**config.mk**
```make
export PLATFORM = sky130hd
export DESIGN_NAME = alu_seq_unit_flat
export DESIGN_NICKNAME = d
export VERILOG_FILES = /design/src/rtl/alu_seq_unit_if.sv /design/src/rtl/alu_seq_unit.sv /design/src/flat_wrapper.sv
export SDC_FILE = /design/constraint.sdc
export NUM_CORES = 1
export LEC_CHECK = 0
export BUFFER_PORTS_ARGS = -buffer_cell sky130_fd_sc_hd__buf_4
export CORE_MARGIN = 2
export CORE_UTILIZATION = 50
export CTS_CLUSTER_SIZE = 16
export DETAILED_ROUTE_END_ITERATION = 16
export PLACE_DENSITY = 0.68
export RECOVER_POWER = 25
export SLEW_MARGIN = 25
export SYNTH_ARGS = -nofsm -noshare
export SYNTH_HDL_FRONTEND = slang
export SYNTH_SLANG_ARGS = --single-unit
```
**constraint.sdc**
```tcl
create_clock -name clk -period 3.31 [get_ports clk]
set_input_delay 0.1655 -clock clk [delete_from_list [all_inputs] [get_ports clk]]
set_output_delay 0.1655 -clock clk [all_outputs]
set_load 0.1 [all_outputs]
```
**src/rtl/alu_seq_unit_if.sv**
```systemverilog
// ---------------------------------------------------------------------------
// alu_seq_unit_if
// Bus-side handshake bundle for alu_seq_unit.
//   din    : operand from the bus
//   ai/bi  : load din into operand register A / B
//   op     : operation code, sampled when start is accepted
//   start  : operation request
//   busy   : multi-cycle operation in progress
//   done   : one-cycle pulse, result/flags just updated
//   result : registered result
//   flags  : registered {C, V, N, Z}
// master = operand source / result sink, slave = the ALU.
// ---------------------------------------------------------------------------
interface alu_seq_unit_if #(
    parameter int WIDTH = 8
);
    logic [WIDTH-1:0] din;
    logic             ai;
    logic             bi;
    logic [2:0]       op;
    logic             start;
    logic             busy;
    logic             done;
    logic [WIDTH-1:0] result;
    logic [3:0]       flags;

    modport master (
        output din, ai, bi, op, start,
        input  busy, done, result, flags
    );

    modport slave (
        input  din, ai, bi, op, start,
        output busy, done, result, flags
    );
endinterface

```
**src/rtl/alu_seq_unit.sv**
```systemverilog
// ---------------------------------------------------------------------------
// alu_seq_unit
// Two-operand ALU with a start/busy/done handshake. ADD/SUB/AND/OR/XOR and
// zero-amount shifts complete at the accepting edge; non-zero shifts run one
// bit per cycle and MUL runs WIDTH shift-add iterations.
// Ports:
//   clk   : clock, rising edge
//   reset : synchronous, active-high; aborts any operation in flight
//   bus   : alu_seq_unit_if.slave (din, ai, bi, op, start -> busy, done,
//           result, flags)
// ---------------------------------------------------------------------------
module alu_seq_unit #(
    parameter int WIDTH = 8,
    parameter int SW    = $clog2(WIDTH)
) (
    input  logic          clk,
    input  logic          reset,
    alu_seq_unit_if.slave bus
);
    // Counter must hold both WIDTH (MUL) and the largest shift amount.
    localparam int CW = SW + 1;

    localparam logic [2:0] OP_ADD = 3'b000;
    localparam logic [2:0] OP_SUB = 3'b001;
    localparam logic [2:0] OP_AND = 3'b010;
    localparam logic [2:0] OP_OR  = 3'b011;
    localparam logic [2:0] OP_XOR = 3'b100;
    localparam logic [2:0] OP_SHL = 3'b101;
    localparam logic [2:0] OP_SHR = 3'b110;
    localparam logic [2:0] OP_MUL = 3'b111;

    typedef enum logic [1:0] {
        IDLE  = 2'd0,
        SHIFT = 2'd1,
        MUL   = 2'd2
    } state_t;

    state_t             state_q;
    logic [WIDTH-1:0]   a_q, b_q;
    logic [WIDTH-1:0]   res_q;
    logic [3:0]         flags_q;
    logic               busy_q, done_q;
    logic [WIDTH-1:0]   work_q;   // shift working value, or multiplicand
    logic [2*WIDTH-1:0] acc_q;    // {partial product, remaining multiplier bits}
    logic [CW-1:0]      cnt_q;
    logic               dir_q;    // 1 = shift right

    logic [SW-1:0]      amt;
    logic [WIDTH-1:0]   alu_res_d;
    logic [3:0]         alu_flags_d;
    logic [WIDTH-1:0]   sh_work_d;
    logic               sh_c_d;
    logic [WIDTH:0]     mul_sum;
    logic [2*WIDTH-1:0] acc_d;

    assign amt = b_q[SW-1:0];

    // Single-cycle datapath, also covers zero-amount shifts (A passes through).
    always_comb begin
        logic [WIDTH-1:0] b_op;
        logic [WIDTH:0]   sum;
        logic             c, v;
        b_op      = (bus.op == OP_SUB) ? ~b_q : b_q;
        sum       = {1'b0, a_q} + {1'b0, b_op} + {{WIDTH{1'b0}}, (bus.op == OP_SUB)};
        c         = 1'b0;
        v         = 1'b0;
        alu_res_d = '0;
        case (bus.op)
            OP_ADD, OP_SUB: begin
                alu_res_d = sum[WIDTH-1:0];
                c         = sum[WIDTH];
                // Overflow: operands agree in sign, result disagrees.
                v         = (a_q[WIDTH-1] == b_op[WIDTH-1]) &&
                            (sum[WIDTH-1] != a_q[WIDTH-1]);
            end
            OP_AND:         alu_res_d = a_q & b_q;
            OP_OR:          alu_res_d = a_q | b_q;
            OP_XOR:         alu_res_d = a_q ^ b_q;
            OP_SHL, OP_SHR: alu_res_d = a_q;
            default:        alu_res_d = '0;
        endcase
        alu_flags_d = {c, v, alu_res_d[WIDTH-1], (alu_res_d == '0)};
    end

    // One shift step; the bit leaving the register becomes the carry.
    always_comb begin
        sh_work_d = dir_q ? (work_q >> 1) : (work_q << 1);
        sh_c_d    = dir_q ? work_q[0] : work_q[WIDTH-1];
    end

    // One shift-add step: add multiplicand into the high half when the
    // current multiplier LSB is set, then shift the whole accumulator right.
    always_comb begin
        mul_sum = {1'b0, acc_q[2*WIDTH-1:WIDTH]} +
                  (acc_q[0] ? {1'b0, work_q} : {(WIDTH+1){1'b0}});
        acc_d   = {mul_sum, acc_q[WIDTH-1:1]};
    end

    always_ff @(posedge clk) begin
        if (reset) begin
            state_q <= IDLE;
            a_q     <= '0;
            b_q     <= '0;
            res_q   <= '0;
            flags_q <= '0;
            busy_q  <= 1'b0;
            done_q  <= 1'b0;
            work_q  <= '0;
            acc_q   <= '0;
            cnt_q   <= '0;
            dir_q   <= 1'b0;
        end else begin
            done_q <= 1'b0;
            // Loads land even on the accepting edge; the operation below
            // already captured the old A/B values.
            if (!busy_q) begin
                if (bus.ai) a_q <= bus.din;
                if (bus.bi) b_q <= bus.din;
            end
            case (state_q)
                IDLE: begin
                    if (bus.start) begin
                        if (bus.op == OP_MUL) begin
                            work_q  <= a_q;
                            acc_q   <= {{WIDTH{1'b0}}, b_q};
                            cnt_q   <= CW'(WIDTH);
                            busy_q  <= 1'b1;
                            state_q <= MUL;
                        end else if ((bus.op == OP_SHL || bus.op == OP_SHR) &&
                                     (amt != '0)) begin
                            work_q  <= a_q;
                            dir_q   <= (bus.op == OP_SHR);
                            cnt_q   <= {1'b0, amt};
                            busy_q  <= 1'b1;
                            state_q <= SHIFT;
                        end else begin
                            res_q   <= alu_res_d;
                            flags_q <= alu_flags_d;
                            done_q  <= 1'b1;
                        end
                    end
                end
                SHIFT: begin
                    work_q <= sh_work_d;
                    cnt_q  <= cnt_q - 1'b1;
                    if (cnt_q == CW'(1)) begin
                        res_q   <= sh_work_d;
                        flags_q <= {sh_c_d, 1'b0, sh_work_d[WIDTH-1], (sh_work_d == '0)};
                        done_q  <= 1'b1;
                        busy_q  <= 1'b0;
                        state_q <= IDLE;
                    end
                end
                MUL: begin
                    acc_q <= acc_d;
                    cnt_q <= cnt_q - 1'b1;
                    if (cnt_q == CW'(1)) begin
                        res_q   <= acc_d[WIDTH-1:0];
                        flags_q <= {(acc_d[2*WIDTH-1:WIDTH] != '0), 1'b0,
                                    acc_d[WIDTH-1], (acc_d[WIDTH-1:0] == '0)};
                        done_q  <= 1'b1;
                        busy_q  <= 1'b0;
                        state_q <= IDLE;
                    end
                end
                default: begin
                    busy_q  <= 1'b0;
                    state_q <= IDLE;
                end
            endcase
        end
    end

    assign bus.busy   = busy_q;
    assign bus.done   = done_q;
    assign bus.result = res_q;
    assign bus.flags  = flags_q;

endmodule

```
**src/flat_wrapper.sv**
```systemverilog
// flat-port wrapper written by rule: the top's interface ports become plain ports
module alu_seq_unit_flat 
#(
    parameter int WIDTH = 8,
    parameter int SW    = $clog2(WIDTH)
)
  (clk, reset, bus_din, bus_ai, bus_bi, bus_op, bus_start, bus_busy, bus_done, bus_result, bus_flags);
  alu_seq_unit_if #(.WIDTH(WIDTH)) bus_i ();
  input  logic clk;
  input  logic reset;
  input wire logic [$bits(bus_i.din)-1:0] bus_din;
  input wire logic [$bits(bus_i.ai)-1:0] bus_ai;
  input wire logic [$bits(bus_i.bi)-1:0] bus_bi;
  input wire logic [$bits(bus_i.op)-1:0] bus_op;
  input wire logic [$bits(bus_i.start)-1:0] bus_start;
  output wire logic [$bits(bus_i.busy)-1:0] bus_busy;
  output wire logic [$bits(bus_i.done)-1:0] bus_done;
  output wire logic [$bits(bus_i.result)-1:0] bus_result;
  output wire logic [$bits(bus_i.flags)-1:0] bus_flags;
  assign bus_i.din = bus_din;
  assign bus_i.ai = bus_ai;
  assign bus_i.bi = bus_bi;
  assign bus_i.op = bus_op;
  assign bus_i.start = bus_start;
  assign bus_busy = bus_i.busy;
  assign bus_done = bus_i.done;
  assign bus_result = bus_i.result;
  assign bus_flags = bus_i.flags;
  alu_seq_unit #(.WIDTH(WIDTH), .SW(SW)) u_core (.clk(clk), .reset(reset), .bus(bus_i));
endmodule
```
==> Flow_metrics.wiki, run 1 <==
{| class="wikitable"
! Metric !! Value
|-
| Share of cells above drive strength 1 || 0.101
|-
| Synth cell types || 69
|-
| Outcome || completed
|-
| Cell row count || 34
|-
| Placement-stage worst setup slack || 0.487 ns
|-
| Synth async-reset ratio || 0
|-
| Cell types with the largest area share after synthesis || dfxtp_1, ha_1, nand2_1
|-
| Buffer count from post-CTS setup fixing || 0
|-
| Part of the power in the clock network || 0.303
|-
| Worst-Skew Late Latency || 0.35 ns
|-
| Setup repair after global routing missed its margin || false
|-
| Reg-to-reg slack, setup || 0.53 ns
|-
| Synth Register Bits || 60
|-
| TritonCTS clock tree || built
|-
| Internal power || 1.49 mW
|-
| Sequential cell area fraction in the yosys report || 0.276
|-
| Sort of element at the start of the critical path || flop
|-
| Via/cell ratio || 6.06
|-
| Total iterations of the first detailed-routing run || 5
|-
| Highest ir drop seen on vdd || 0.337 mV
|-
| Port buffer count || 29
|-
| Xor and xnor area share after synthesis || 0.0359
|-
| Switching component of the power || 0.990 mW
|-
| Post-placement cell count || 667
|-
| Clock tree skew after final layout || 0.00958 ns
|-
| Number of global-route vias before repair || 4,021
|-
| Relative slew margins || 0.220
|-
| Detailed placement HPWL || 9050 um
|-
| Final Slew Violations || 0
|-
| Most area-hungry cell type in the Yosys netlist || dfxtp_1
|-
| Number of nets in the final layout || 625
|-
| Final weighted congestion in routability-driven placement || 0.913
|-
| Cell area power density || 516 mW/mm^2
|-
| Cell area after synthesis || 0.00436 mm^2
|-
| Remaining global-route overflow || 0
|-
| Ys Warns || 0
|-
| Final antenna-violating net count || 0
|-
| Worst hold start || bus_din[2]
|-
| Initial standard-cell utilization of the core || 0.507
|-
| Maximum clock insertion buffer count || 2
|-
| Upper clock frequency limit || 0.359 GHz
|-
| Reg-to-Reg End || u_core.bus.flags[0]$_SDFFE_PP0P_
|-
| Length in cells of the worst reg-to-reg path || 9
|-
| Clock buffers created by TritonCTS || 9
|-
| Most instantiated flip-flop cell in the synthesis netlist || dfxtp_1
|-
| Critical path capture point type || flop
|-
| CTS Hold Buffers Added || 0
|-
| Transition time of the tightest slew-check pin || 1.17 ns
|-
| Synthesized net count || 609
|-
| Total clock sinks || 60
|-
| Commonest cells in the synthesized netlist || nand2_1, dfxtp_1, a21oi_1
|-
| Post-layout instance count excluding filler cells || 683
|-
| Wirelength, routed || 12,100 um
|-
| HP Class || primary input to flop
|-
| Hold Slack || 0.0686 ns
|-
| DR iter-0 viols || 311
|-
| Area of all placed cells without fillers || 0.00480 mm^2
|-
| Simple logic cell fraction of the synthesized area || 0.213
|-
| Part of the total power dissipated in sequential elements || 0.345
|-
| Placeable core area || 0.00859 mm^2
|-
| First-pass GRT wire length || 20,300 um
|-
| Number of H-tree levels || 3
|-
| Arrival time at the worst endpoint || 3.08 ns
|-
| Top-level port count || 30
|-
| Remaining DRCs || 0
|-
| Combinational family with the most area after synthesis || compound AO/OA/AOI/OAI gates
|-
| Comb pwr share || 0.352
|-
| Root Driver || clkbuf_8
|-
| Die outline area || 0.00948 mm^2
|-
| Required time reported for the critical path endpoint || 3.61 ns
|-
| Number of gates resized after cts || 0
|-
| Period Utilization, post-route || 0.840
|-
| Final sum of negative setup slack || 0 ns
|-
| Die X-Extent || 97.4 um
|-
| Initial antenna violation count || 0
|-
| Synthesized netlist cell count || 554
|-
| Avg Cell Area, Syn || 7.87 um^2
|-
| Final critical-path required period || 2.78 ns
|-
| Setup violations, final || 0
|-
| Post-synth EDFFs || 0
|-
| Cell leakage power || 1.95 nW
|-
| Final hold violation count || 0
|-
| Total number of vias || 4,138
|-
| Critical path class || flop to flop
|-
| Compound-gate portion of the synthesized area || 0.247
|-
| Synthesis-to-finish area growth || 10.1%
|-
| Crit Path Max Fanout || 7
|-
| Antenna Diode Count || 0
|-
| MaxCap Viol Count || 0
|-
| Pin count of the biggest net entering global routing || 60
|-
| Adder-Cell Fraction of Synth Area || 0.115
|-
| Die Y-Extent || 97.4 um
|-
| Clock slew seen by the registers of the worst setup and hold paths || 0.07 ns
|-
| All-Layer GR Usage || 0.263
|-
| Multiplexer share of the synthesized area || 0.0454
|-
| Share of Yosys cell area claimed by the top area cell type || 0.276
|-
| Cell depth of the worst hold path || 3
|-
| Hold EP || u_core.b_q[2]$_SDFFE_PP0P_
|-
| Total placed instance area || 0.00462 mm^2
|-
| Switching power as a share of total power || 0.400
|-
| Library cell with the highest instance count after synthesis || nand2_1
|-
| Launch point of the worst reg-to-reg path || u_core.b_q[1]$_SDFFE_PP0P_
|-
| Average detailed-routed wire length per instance || 17.7 um
|-
| Smallest setup slack after layout || 0.528 ns
|}
==> how the worst max path moves through the flow <==
stage | start | endpoint | cells after the start
6_report | u_core.b_q[1]$_SDFFE_PP0P_ | u_core.bus.flags[0]$_SDFFE_PP0P_ | 9
5_1_grt | u_core.b_q[1]$_SDFFE_PP0P_ | u_core.bus.flags[0]$_SDFFE_PP0P_ | 9
4_1_cts | u_core.b_q[1]$_SDFFE_PP0P_ | u_core.bus.flags[0]$_SDFFE_PP0P_ | 9
3_5_place_dp | bus_op[1] | u_core.bus.flags[0]$_SDFFE_PP0P_ | 11
3_3_place_gp | bus_op[1] | u_core.bus.result[5]$_SDFFE_PP0P_ | 11
2_1_floorplan | bus_op[1] | u_core.bus.flags[0]$_SDFFE_PP0P_ | 12
==> cells in the final DEF, fill, tap and decap left out, drive strengths merged, types with 9 or more instances in the layout <==
cell type,instances
nand3,18
a21oi,55
nor2,48
o21ai,11
a22oi,11
xnor2,12
ha,37
a211oi,9
dfxtp,60
inv,38
nor3,10
buf,27
clkbuf,22
and2,10
nand2,78
mux2i,14
==> sequential cells by signal (all words and copies together) (netlist names) <==
name               cells
u_core.state_q         2
u_core.bus.done        1
u_core.b_q             8
u_core.work_q          8
u_core.bus.busy        1
u_core.bus.result      7
u_core.bus.flags       4
u_core.a_q             8
u_core.cnt_q           4
u_core.dir_q           1
u_core.acc_q          16
==> cell families after synthesis <==
kind of cell | after synthesis
xor+xnor | 17
buf+inv | 70
compound gates | 153
fa+ha+maj | 39
simple gates | 197
mux | 18
flops | 60
==> power groups by stage <==
stage               sequential, mW  combinational, mW  clock, mW
floorplan                     1.03              0.507          0
global placement             0.866              0.868          0
detailed placement           0.868              0.873          0
CTS                          0.852              0.877      0.757
global route                 0.861              0.946      0.791
finish                       0.854              0.873      0.751
==> critical path, cell delays in order (launching register included) <==
cell      delay [ns]
dfxtp_1         0.55
inv_1           0.15
xnor2_1         0.20
fa_1            0.48
a21o_1          0.21
a22oi_1         0.21
nor3_1          0.08
a311oi_1        0.44
and4_1          0.27
a31o_1          0.14
==> through the flow <==
stage,total power [mW],util
2_1_floorplan,1.54,-
3_3_place_gp,1.73,0.537
3_5_place_dp,1.74,0.537
4_1_cts,2.49,0.563
5_1_grt,2.60,0.558
6_report,2.48,0.558
==> area by class of cell <==
class                           instances  area, um^2
Fill cell                             842        3790
Tap cell                              108         135
Timing Repair Buffer                   37         240
Multi-Input combinational cell        424        2860
Sequential cell                        60        1200
Inverter                               38         143
Clock inverter                          4        72.6
Clock buffer                           12         145
==> per-layer routing <==
metal | GRT usage | up-vias | share of wire
li1 | - | 2008 | -
met1 | 0.365 | 1938 | 0.47
met2 | 0.404 | 164 | 0.44
met3 | 0.0612 | 28 | 0.067
met4 | 0.0876 | 0 | 0.026
met5 | 0 | - | 0
No activity file was read; power rests on OpenSTA's default activity.
==> inputs of run 2 (changes only) <==
==> constraint.sdc (replaced) <==
create_clock -name clk -period 2.61 [get_ports clk]
set_input_delay 0.1305 -clock clk [delete_from_list [all_inputs] [get_ports clk]]
set_output_delay 0.1305 -clock clk [all_outputs]
set_load 0.1 [all_outputs]
==> run 2 against run 1 <==
Compared with the run above:
- fmax is 16% higher
- design area is 2.8% higher
- highest routed layer unchanged
- die area stayed put
- sequential power is 25% higher
==> Flow_metrics.wiki, run 2 (synthesis gave the netlist of run 1 again) <==
{| class="wikitable"
! Metric !! Value
|-
| Number of H-tree levels || 3
|-
| Total iterations of the first detailed-routing run || 5
|-
| Detailed placement HPWL || 9220 um
|-
| Launch point of the worst reg-to-reg path || u_core.b_q[0]$_SDFFE_PP0P_
|-
| Leading cell type in the layout, fill and taps excluded || nand2_1
|-
| Highest ir drop seen on vdd || 0.310 mV
|-
| Port buffer count || 29
|-
| CTS Hold Buffers Added || 0
|-
| Critical path class || flop to flop
|-
| Worst-Skew Late Latency || 0.35 ns
|-
| Number of nets in the final layout || 644
|-
| Final hold violation count || 0
|-
| Switching power as a share of total power || 0.427
|-
| Clock buffers created by TritonCTS || 9
|-
| Die Y-Extent || 97.4 um
|-
| Critical path capture point type || flop
|-
| Share of cells above drive strength 1 || 0.135
|-
| Post-layout instance count excluding filler cells || 702
|-
| Remaining global-route overflow || 0
|-
| Smallest setup slack after layout || 0.202 ns
|-
| Switching component of the power || 1.28 mW
|-
| Antenna Diode Count || 0
|-
| Die outline area || 0.00948 mm^2
|-
| Clock tree skew after final layout || 0.00910 ns
|-
| Post-placement cell count || 686
|-
| Initial standard-cell utilization of the core || 0.507
|-
| DR iter-0 viols || 346
|-
| Period Utilization, post-route || 0.922
|-
| Part of the power in the clock network || 0.258
|-
| Setup violations, final || 0
|-
| Total clock sinks || 60
|-
| Number of global-route vias before repair || 4,023
|-
| Synthesis-to-finish area growth || 13.1%
|-
| Arrival time at the worst endpoint || 2.70 ns
|-
| Cell area power density || 609 mW/mm^2
|-
| Initial antenna violation count || 0
|-
| Die X-Extent || 97.4 um
|-
| Final antenna-violating net count || 0
|-
| HP Class || primary input to flop
|-
| Clock slew seen by the registers of the worst setup and hold paths || 0.07 ns
|-
| Top-level port count || 30
|-
| Area of all placed cells without fillers || 0.00493 mm^2
|-
| Relative slew margins || 0.214
|-
| Length in cells of the worst reg-to-reg path || 8
|-
| Outcome || completed
|-
| Remaining DRCs || 0
|-
| First-pass GRT wire length || 20,300 um
|-
| Crit Path Max Fanout || 4
|-
| Most frequent cells in the layout || nand2_1, dfxtp_1, a21oi_1, nor2_1, buf_4
|-
| Final Slew Violations || 0
|-
| Reg-to-reg slack, setup || 0.20 ns
|-
| Root Driver || clkbuf_8
|-
| End of the critical path || u_core.bus.flags[0]$_SDFFE_PP0P_
|-
| Sort of element at the start of the critical path || flop
|-
| Comb pwr share || 0.387
|-
| Final sum of negative setup slack || 0 ns
|-
| Part of the total power dissipated in sequential elements || 0.355
|-
| Placeable core area || 0.00859 mm^2
|-
| Pin count of the biggest net entering global routing || 59
|-
| Beginning of the critical path || u_core.b_q[0]$_SDFFE_PP0P_
|-
| Internal power || 1.72 mW
|-
| Maximum clock insertion buffer count || 2
|-
| Upper clock frequency limit || 0.415 GHz
|-
| Placement-stage worst setup slack || 0.0406 ns
|-
| Final weighted congestion in routability-driven placement || 0.898
|-
| Via/cell ratio || 5.91
|-
| Average detailed-routed wire length per instance || 17.3 um
|-
| Total placed instance area || 0.00478 mm^2
|-
| Cell row count || 34
|-
| Reg-to-Reg End || u_core.bus.flags[0]$_SDFFE_PP0P_
|-
| All-Layer GR Usage || 0.261
|-
| Largest register by flop count || u_core.acc_q
|-
| Required time reported for the critical path endpoint || 2.90 ns
|-
| TritonCTS clock tree || built
|-
| Wirelength, routed || 12,100 um
|-
| Number of flip-flops in the largest register || 16
|-
| Final critical-path required period || 2.41 ns
|-
| MaxCap Viol Count || 0
|-
| Transition time of the tightest slew-check pin || 1.18 ns
|-
| Cell leakage power || 2.02 nW
|-
| Worst hold start || bus_din[4]
|-
| Total design power || 3.00 mW
|-
| Total number of vias || 4,151
|}
==> run 2: repair_timing <==
| action | CTS | global route |
|---|---|---|
| buffers inserted | 0 | 0 |
| endpoints found under the setup margin | 0 | 3 |
| resized for setup | 0 | 5 |
==> run 2: critical path, stage by stage (launching register included) <==
cell and delay (ns):
dfxtp_2 0.36, nor4b_4 0.34, a21o_1 0.17, fa_1 0.42, nor3_1 0.21, a211oi_1 0.11, a2111oi_2 0.36, and4_1 0.24
a31o_1 0.13
==> run 2: power groups by stage <==
stage / logic [mW] / clock network, mW / registers (mW)
floorplan: 0.643 / 0 / 1.30
global placement: 1.15 / 0 / 1.08
detailed placement: 1.17 / 0 / 1.08
CTS: 1.17 / 0.789 / 1.06
global route: 1.26 / 0.827 / 1.07
finish: 1.16 / 0.775 / 1.07
==> run 2: how the worst min path moves through the flow <==
stage,endpoint,slack (ns),cells after the start
2_1_floorplan,u_core.b_q[3]$_SDFFE_PP0P_,0.27,2
3_3_place_gp,u_core.a_q[6]$_SDFFE_PP0P_,0.39,3
3_5_place_dp,u_core.a_q[4]$_SDFFE_PP0P_,0.40,3
4_1_cts,u_core.a_q[4]$_SDFFE_PP0P_,0.02,3
5_1_grt,u_core.b_q[0]$_SDFFE_PP0P_,0.02,3
6_report,u_core.a_q[4]$_SDFFE_PP0P_,0.03,3
==> run 2: per-layer routing <==
metal | global-route usage | wire (um) | vias up
li1 | - | - | 2042
met3 | 0.0504 | 787 | 13
met1 | 0.376 | 5860 | 1942
met5 | 0 | 0 | -
met2 | 0.395 | 5330 | 154
met4 | 0.0823 | 136 | 0
==> run 2: cell type report <==
type,instances,area (um^2)
clock buffers,11,141
flip-flops and latches,60,1200
well taps,108,135
repair buffers,56,384
clock inverters,5,36.3
inverters,38,143
fillers,842,3660
multi-input cells,424,2890
==> run 2: stage by stage <==
stage	utilization	hold slack [ns]
after detailed placement	0.556	0.397
after CTS	0.576	0.0234
final	0.574	0.0299
after global placement	0.556	0.389
after global routing	0.574	0.0213
after floorplan	-	0.266
==> inputs of run 3 (changes only) <==
--- a/config.mk
+++ b/config.mk
@@ -10,9 +10,10 @@
 export CORE_UTILIZATION = 50
 export CTS_CLUSTER_SIZE = 16
 export DETAILED_ROUTE_END_ITERATION = 16
+export GPL_TIMING_DRIVEN = 0
 export PLACE_DENSITY = 0.68
 export RECOVER_POWER = 25
-export SLEW_MARGIN = 25
+export SLEW_MARGIN = 20
 export SYNTH_ARGS = -nofsm -noshare
 export SYNTH_HDL_FRONTEND = slang
 export SYNTH_SLANG_ARGS = --single-unit
==> run 3 against run 2 <==
Compared with the run above:
- cell count increased by 1.0%
- via count rose by 3.9%
- combinational power is essentially flat
- critical endpoint unchanged
==> Flow_metrics.wiki, run 3 (synthesis gave the netlist of run 1 again) <==
{| class="wikitable"
! Metric !! Value
|-
| Final critical-path required period || 2.54 ns
|-
| Initial antenna violation count || 0
|-
| Reg-to-reg slack, setup || 0.07 ns
|-
| Die Y-Extent || 97.4 um
|-
| Synthesis-to-finish area growth || 13.3%
|-
| Final hold violation count || 0
|-
| Setup repair after global routing missed its margin || true
|-
| First-pass GRT wire length || 21,400 um
|-
| Critical path class || primary input to flop
|-
| Period Utilization, post-route || 0.973
|-
| Total clock sinks || 60
|-
| Clock slew seen by the registers of the worst setup and hold paths || 0.07 ns
|-
| Setup violations, final || 0
|-
| Total design power || 3.06 mW
|-
| Final Slew Violations || 0
|-
| Initial standard-cell utilization of the core || 0.507
|-
| Detailed placement HPWL || 9900 um
|-
| Sort of element at the start of the critical path || primary input
|-
| Transition time of the tightest slew-check pin || 1.19 ns
|-
| TritonCTS clock tree || built
|-
| Total number of vias || 4,311
|-
| Relative slew margins || 0.212
|-
| Launch point of the worst reg-to-reg path || u_core.b_q[0]$_SDFFE_PP0P_
|-
| Top-level port count || 30
|-
| Fill count || 819
|-
| Area of all placed cells without fillers || 0.00494 mm^2
|-
| Worst hold start || bus_din[4]
|-
| Worst-Skew Late Latency || 0.34 ns
|-
| Critical path capture point type || flop
|-
| Post-layout utilization of the core || 0.575
|-
| Upper clock frequency limit || 0.394 GHz
|-
| Clock buffers created by TritonCTS || 9
|-
| Cell leakage power || 2.02 nW
|-
| Most frequent cells in the layout || nand2_1, dfxtp_1, a21oi_1, nor2_1, inv_1
|-
| Number of flip-flops in the largest register || 16
|-
| Number of nets in the final layout || 651
|-
| Length in cells of the worst reg-to-reg path || 10
|-
| Highest ir drop seen on vdd || 0.484 mV
|-
| Maximum clock insertion buffer count || 2
|-
| Final weighted congestion in routability-driven placement || 0.929
|-
| Number of H-tree levels || 3
|-
| Die outline area || 0.00948 mm^2
|-
| Post-layout instance count excluding filler cells || 709
|-
| Internal power || 1.78 mW
|-
| Port buffer count || 27
|-
| Hold EP || u_core.b_q[4]$_SDFFE_PP0P_
|-
| Switching component of the power || 1.28 mW
|-
| Smallest setup slack after layout || 0.0697 ns
|-
| Final antenna-violating net count || 0
|-
| DR iter-0 viols || 373
|-
| Required time reported for the critical path endpoint || 2.89 ns
|-
| Hold Slack || 0.0381 ns
|-
| Comb pwr share || 0.377
|-
| Reg-to-Reg End || u_core.bus.flags[0]$_SDFFE_PP0P_
|-
| Placeable core area || 0.00859 mm^2
|-
| Total iterations of the first detailed-routing run || 5
|-
| Leading cell type in the layout, fill and taps excluded || nand2_1
|-
| Root Driver || clkbuf_8
|-
| Largest register by flop count || u_core.acc_q
|-
| Part of the total power dissipated in sequential elements || 0.354
|-
| CTS Hold Buffers Added || 0
|-
| Outcome || completed
|-
| Post-placement cell count || 689
|-
| Arrival time at the worst endpoint || 2.82 ns
|-
| Total placed instance area || 0.00470 mm^2
|-
| Via/cell ratio || 6.08
|-
| Clock tree skew after final layout || 0.00781 ns
|-
| HP Class || primary input to flop
|-
| Number of global-route vias before repair || 4,145
|-
| Remaining DRCs || 0
|-
| Crit Path Max Fanout || 10
|-
| Cell area power density || 620 mW/mm^2
|-
| Switching power as a share of total power || 0.419
|-
| Average detailed-routed wire length per instance || 18.7 um
|-
| Cell depth of the worst hold path || 3
|-
| Final sum of negative setup slack || 0 ns
|-
| Pin count of the biggest net entering global routing || 11
|-
| Cell row count || 34
|-
| Die X-Extent || 97.4 um
|-
| Remaining global-route overflow || 0
|-
| Placement-stage worst setup slack || -0.583 ns
|-
| Antenna Diode Count || 0
|-
| Part of the power in the clock network || 0.269
|-
| All-Layer GR Usage || 0.282
|-
| Wirelength, routed || 13,200 um
|-
| Share of cells above drive strength 1 || 0.123
|-
| MaxCap Viol Count || 0
|}
==> run 3: how the worst max path moves through the flow <==
| stage | startpoint | endpoint |
|---|---|---|
| 2_1_floorplan | bus_op[1] | u_core.bus.flags[0]$_SDFFE_PP0P_ |
| 3_3_place_gp | bus_op[1] | u_core.bus.flags[0]$_SDFFE_PP0P_ |
| 3_5_place_dp | bus_op[1] | u_core.bus.result[3]$_SDFFE_PP0P_ |
| 4_1_cts | u_core.b_q[0]$_SDFFE_PP0P_ | u_core.bus.flags[0]$_SDFFE_PP0P_ |
| 5_1_grt | u_core.b_q[0]$_SDFFE_PP0P_ | u_core.bus.flags[0]$_SDFFE_PP0P_ |
| 6_report | bus_op[0] | u_core.bus.flags[0]$_SDFFE_PP0P_ |
==> run 3: repair_timing <==
item                                    4_1_cts  5_1_grt
pin swaps                                     1        2
resized for setup                             7        9
gates cloned                                  0        0
endpoints found under the setup margin        6        6
buffers inserted                              1        3
==> run 3: power groups by stage <==
stage	Sequential (mW)	Clock (mW)	Combinational, mW
5_1_grt	1.10	0.864	1.25
6_report	1.09	0.822	1.15
3_5_place_dp	1.10	0	1.13
3_3_place_gp	1.10	0	1.12
4_1_cts	1.08	0.828	1.15
2_1_floorplan	1.30	0	0.643
==> run 3: cell type report <==
class / instances / area (um^2) / share of cell area
Buffer: 32 / 158 / 0.0319
Clock buffer: 11 / 131 / 0.0266
Clock inverter: 5 / 52.6 / 0.0106
Inverter: 38 / 143 / 0.0289
Multi-Input combinational cell: 424 / 2930 / 0.594
Sequential cell: 60 / 1200 / 0.244
Tap cell: 108 / 135 / 0.0274
Timing Repair Buffer: 31 / 180 / 0.0365
==> run 3: worst max-delay path, stage by stage <==
cell	delay (ns)
buf_4	0.13
buf_6	0.14
buf_6	0.14
and2_1	0.13
clkbuf_2	0.23
xnor2_2	0.21
fa_1	0.48
a21o_1	0.24
a21oi_1	0.19
xnor2_1	0.10
a221oi_2	0.32
and4_1	0.24
a31o_1	0.14
==> run 3: layer usage <==
metal,vias up,track usage,share of wire,wire length (um)
met1,2033,0.397,0.45,5950
met2,193,0.441,0.45,5950
met5,-,0,0,0
li1,2058,-,-,-
met4,0,0.0919,0.021,273
met3,27,0.0446,0.080,1060
